### config.mk
export PLATFORM = sky130hd
export DESIGN_NAME = fetch_stage
export DESIGN_NICKNAME = d
export VERILOG_FILES = /design/src/rtl/fetch_stage.sv
export SDC_FILE = /design/constraint.sdc
export NUM_CORES = 1
export LEC_CHECK = 0
export CAP_MARGIN = 25
export CORE_ASPECT_RATIO = 1.5
export CORE_UTILIZATION = 45
export CTS_CLUSTER_DIAMETER = 40
export DETAILED_ROUTE_END_ITERATION = 7
export PLACE_DENSITY = 0.74
export SYNTH_ARGS = -nofsm -noshare
export SYNTH_HDL_FRONTEND = slang
export SYNTH_SLANG_ARGS = --single-unit
### constraint.sdc
create_clock -name clk -period 1.8 [get_ports clk]
set_clock_uncertainty 0.15 [all_clocks]
set_input_delay 0.36 -clock clk [delete_from_list [all_inputs] [get_ports clk]]
set_output_delay 0.36 -clock clk [all_outputs]
set_load 0.05 [all_outputs]
### src/rtl/fetch_stage.sv
// fetch_stage: IF stage of the 8-bit pipeline; owns the PC and loads it from the reset and interrupt vectors
// Ports: clk, rst (async, active-high); imem_addr/imem_rdata: combinational instruction port;
//   stall, flush, redirect_pc, halt, int_req: control from hazard unit / decode / external interrupt;
//   if_valid, if_instr, if_pc_next, if_int: IF/ID register; hlt_o: processor halted.
// int_req carries the external interrupt request (the bare name is a reserved word).
// Optional INT_SYNC_EN: int_req passes through a 2-flop synchronizer before edge detection.
module fetch_stage #(
  parameter logic [7:0] RESET_VEC_ADDR = 8'h00,
  parameter logic [7:0] INT_VEC_ADDR   = 8'h01,
  parameter logic [7:0] NOP_OPCODE     = 8'h00
) (
  input  logic       clk,
  input  logic       rst,
  output logic [7:0] imem_addr,
  input  logic [7:0] imem_rdata,
  input  logic       stall,
  input  logic       flush,
  input  logic [7:0] redirect_pc,
  input  logic       halt,
  input  logic       int_req,
  output logic       if_valid,
  output logic [7:0] if_instr,
  output logic [7:0] if_pc_next,
  output logic       if_int,
  output logic       hlt_o
);
  typedef enum logic [1:0] {RST_VEC, RUN, INT_VEC, HALT} state_t;
  state_t state;
  logic [7:0] pc;
  logic int_pending, int_prev, int_s, int_rise;
`ifdef INT_SYNC_EN
  logic [1:0] int_sync;
  always_ff @(posedge clk or posedge rst)
    if (rst) int_sync <= '0;
    else int_sync <= {int_sync[0], int_req};
  assign int_s = int_sync[1];
`else
  assign int_s = int_req;
`endif
  assign int_rise = int_s & ~int_prev;
  assign imem_addr = state == RST_VEC ? RESET_VEC_ADDR : state == INT_VEC ? INT_VEC_ADDR : pc;
  always_ff @(posedge clk or posedge rst) begin
    if (rst) begin
      state       <= RST_VEC;
      pc          <= 8'h00;
      if_valid    <= 1'b0;
      if_instr    <= NOP_OPCODE;
      if_pc_next  <= 8'h00;
      if_int      <= 1'b0;
      hlt_o       <= 1'b0;
      int_pending <= 1'b0;
      int_prev    <= 1'b0;
    end else begin
      int_prev    <= int_s;
      // a new edge in the same cycle as the vector load re-arms the latch
      int_pending <= int_rise | (int_pending & ~(state == INT_VEC && !stall));
      case (state)
        RST_VEC: begin
          pc    <= imem_rdata;
          state <= RUN;
        end
        RUN:
          if (flush) begin
            pc       <= redirect_pc;
            if_instr <= NOP_OPCODE;
            if_valid <= 1'b0;
            if_int   <= 1'b0;
          end else if (halt) begin
            state    <= HALT;
            if_valid <= 1'b0;
            if_instr <= NOP_OPCODE;
            hlt_o    <= 1'b1;
          end else if (!stall) begin
            if (int_pending) begin
              // bubble carries the interrupted PC as the return address
              if_int     <= 1'b1;
              if_valid   <= 1'b0;
              if_instr   <= NOP_OPCODE;
              if_pc_next <= pc;
              state      <= INT_VEC;
            end else begin
              if_instr   <= imem_rdata;
              if_pc_next <= pc + 8'd1;
              if_valid   <= 1'b1;
              pc         <= pc + 8'd1;
            end
          end
        INT_VEC:
          if (!stall) begin
            pc     <= imem_rdata;
            if_int <= 1'b0;
            state  <= RUN;
          end
        HALT:
          if (int_pending) begin
            hlt_o      <= 1'b0;
            if_int     <= 1'b1;
            if_valid   <= 1'b0;
            if_instr   <= NOP_OPCODE;
            if_pc_next <= pc;
            state      <= INT_VEC;
          end
      endcase
    end
  end
endmodule

==> results of run 1 <==
kinds of logic after synthesis:
logic type	Yosys count
XOR/XNOR	7
flip-flops	31
buffers and inverters	20
AO/OA/AOI/OAI	60
multiplexers	2
AND/OR/NAND/NOR	67
adder cells (fa/ha/maj)	1
power by group:
group	switching [mW]	leakage, nW	total (mW)	internal, mW
Clock	0.251	0.0513	0.656	0.405
Combinational	1.59	0.727	2.86	1.27
Sequential	0.207	0.397	1.12	0.918
Total	2.05	1.18	4.64	2.59
worst max path at each step:
stage / start / endpoint / slack [ns] / depth (start not counted)
final: state[0] / imem_addr[0] / 0.03 / 5
after global routing: state[0] / imem_addr[0] / -0.008 / 5
after CTS: state[0] / imem_addr[0] / -0.001 / 5
after detailed placement: flush / pc[7] / -0.34 / 5
after global placement: flush / pc[7] / -0.29 / 5
after floorplan: state[0] / imem_addr[1] / 0.005 / 4
critical path, stage by stage, from the launching register on:
cell	delay, ns
dfrtp_1	0.40
buf_6	0.15
buf_12	0.14
nand2_4	0.06
nand2_2	0.07
buf_12	0.15
placed cells by master (no fill, tap or decap), types with 7 or more instances in the layout:
cell / count
a22o_1: 8
and2_2: 7
buf_12: 10
buf_4: 37
clkdlybuf4s50_1: 20
dfrtp_1: 30
nand2_1: 15
nor2_1: 10
nor2b_1: 10
o21ai_0: 19
stage by stage:
stage               worst slack [ns]  setup TNS [ns]  std cells  area [um^2]  util [%]
CTS                         -0.00149        -0.00149        293         2540      69.0
global placement              -0.287           -4.82        286         2420      65.7
detailed placement            -0.336           -6.04        286         2420      65.7
finish                        0.0278               0        295         2610      70.9
floorplan                    0.00454               0        188         1740         -
global route                -0.00805        -0.00805        295         2610      70.9
per-layer routing:
layer	share of wire, %	vias to the layer above	track usage [%]
met5	0	-	0
met4	1.9	0	11.3
met3	4.9	11	2.91
met2	55	59	41.8
met1	38	762	28.3
li1	-	804	-
what timing repair did:
item / CTS / global route
setup buffers: 0 / 2
setup endpoints to repair: 3 / 18
resized for setup: 8 / 12
pin swaps: 1 / 1
state kept, by name (all words and copies together), names as in the netlist, 2 cells and up:
name and count:
pc 8, if_pc_next 8, state 2, if_instr 8
layout make-up:
type / count / area (um^2)
multi-input combinational: 137 / 931
clock buffer: 6 / 72.6
tap: 43 / 53.8
inverter: 6 / 22.5
timing repair buffer: 71 / 724
clock inverter: 1 / 30.0
fill: 287 / 1070
sequential: 31 / 777
==> results.toml, run 1 <==
[grt]
grtUsageTotal_pct = 24.1
grt_overflow = 0
grt_pass1_vias = 1612
antenna_found_initial = 0
grt_max_degree = 32
grt_pass1_wl_mm = 7.31

[timing]
finalSetupViolations = 0
min_period_ns = 1.77
finalHoldViolCount = 0
post-route-period-util_pct = 98.5
whs_ns = 0.299
worst_pin_slew_ns = 0.411
max_freq_mhz = 564
relSlewSlack_pct = 72.6
report.final.slew_viol_count = 0

[detailed_routing]
routed_via_density = 5.55
drt-initial-drc-count = 40
postRouteAntennaNets = 0
vias = 1636
post_drt_wl_per_cell_um = 14.9
drc = 0
drt-total-wl_mm = 4.40
drt_first_pass_iters = 4

[die]
die_h_um = 78.1
rows = 27
initial_utilization_pct = 47.1
die_area_um2 = 4110
core_area_um2 = 3680
die_w_um = 52.7
io_pins = 49

[worst_setup_path]
r2r_cells = 7
r2r_slack_ns = 0.14
crit_fanout = 15
r2r_end = "pc[7]"
start_kind = "register"
crit_required_ns = 1.29
arrival_ns = 1.26
crit_type = "register to output port"
timing.rr.start = "state[0]"
endpoint_kind = "output port"

[logic_synthesis]
netlist_instances = 188
synth_compound_area_share_pct = 23.7
synth_edf_count = 0
ys_types = 45
synthTopCellsByArea = "dfrtp_1 45%, o21ai_0 5.8%, a22o_1 4.0%, nor2b_1 4.0%, nand2_1 3.7%"
ys.flop_type = "dfrtp_1"
synth_area_per_cell_um2 = 9.23
ys_seq_area_share_pct = 44.7
synth_top_cell_by_area = "dfrtp_1"
synthTopCellsByCount = "31 x dfrtp_1, 20 x o21ai_0, 17 x nand2_1"
async_flop_share_pct = 100
synth_top_family_by_area = "compound AO/OA/AOI/OAI gates"
synthSimpleGateAreaFrac_pct = 21.3
yosysMostFrequentCell = "dfrtp_1"
syn_nets = 211
syn_area_um2 = 1740
ys_ff_latch = 31
muxShareOfSynthArea_pct = 1.23
yosysWarnings = 0
synth_top_area_share_pct = 44.7
synth-xor-area-share_pct = 3.53
synthAdderAreaFrac_pct = 0.721

[final_layout]
antenna_cells = 0
drive_gt1_share_pct = 30.6
fin_nets = 275
syn2layout_area_growth_pct = 50.5

[clock_tree]
cts.reportedPaths.clkPinSlew_ns = 0.06
cts_hold_buf = 0
clk_latency_ns = 0.29
htreeDepth = 2
clock-root-buffer = "clkbuf_8"
cts_sinks = 31
clock_path_buffers = 2
cts_buffers = 5
cts_tree = "built"

[job]
cap_viol_max_count = 0

[power_and_ir_drop]
ir_drop_uv = 1310
p_leak_nw = 1.18
p_total_mw = 4.64
powerDensity_nw_per_um2 = 1780

[placed_design]
gp_congestion = 0.870
hpwlAfterDp_mm = 3.22
io_buffer_count = 48

[min_path]
hp-class = "input pin to asynchronous set/reset pin"

[status]
status = "finished clean"
Note: power is estimated with default switching activity, not from simulation.
==> run 2: changes to the inputs <==
Settings changed: HOLD_SLACK_MARGIN set to 0.08.
==> results of run 2 <==
The final DEF is identical to that of run 1; final timing and power are the same.
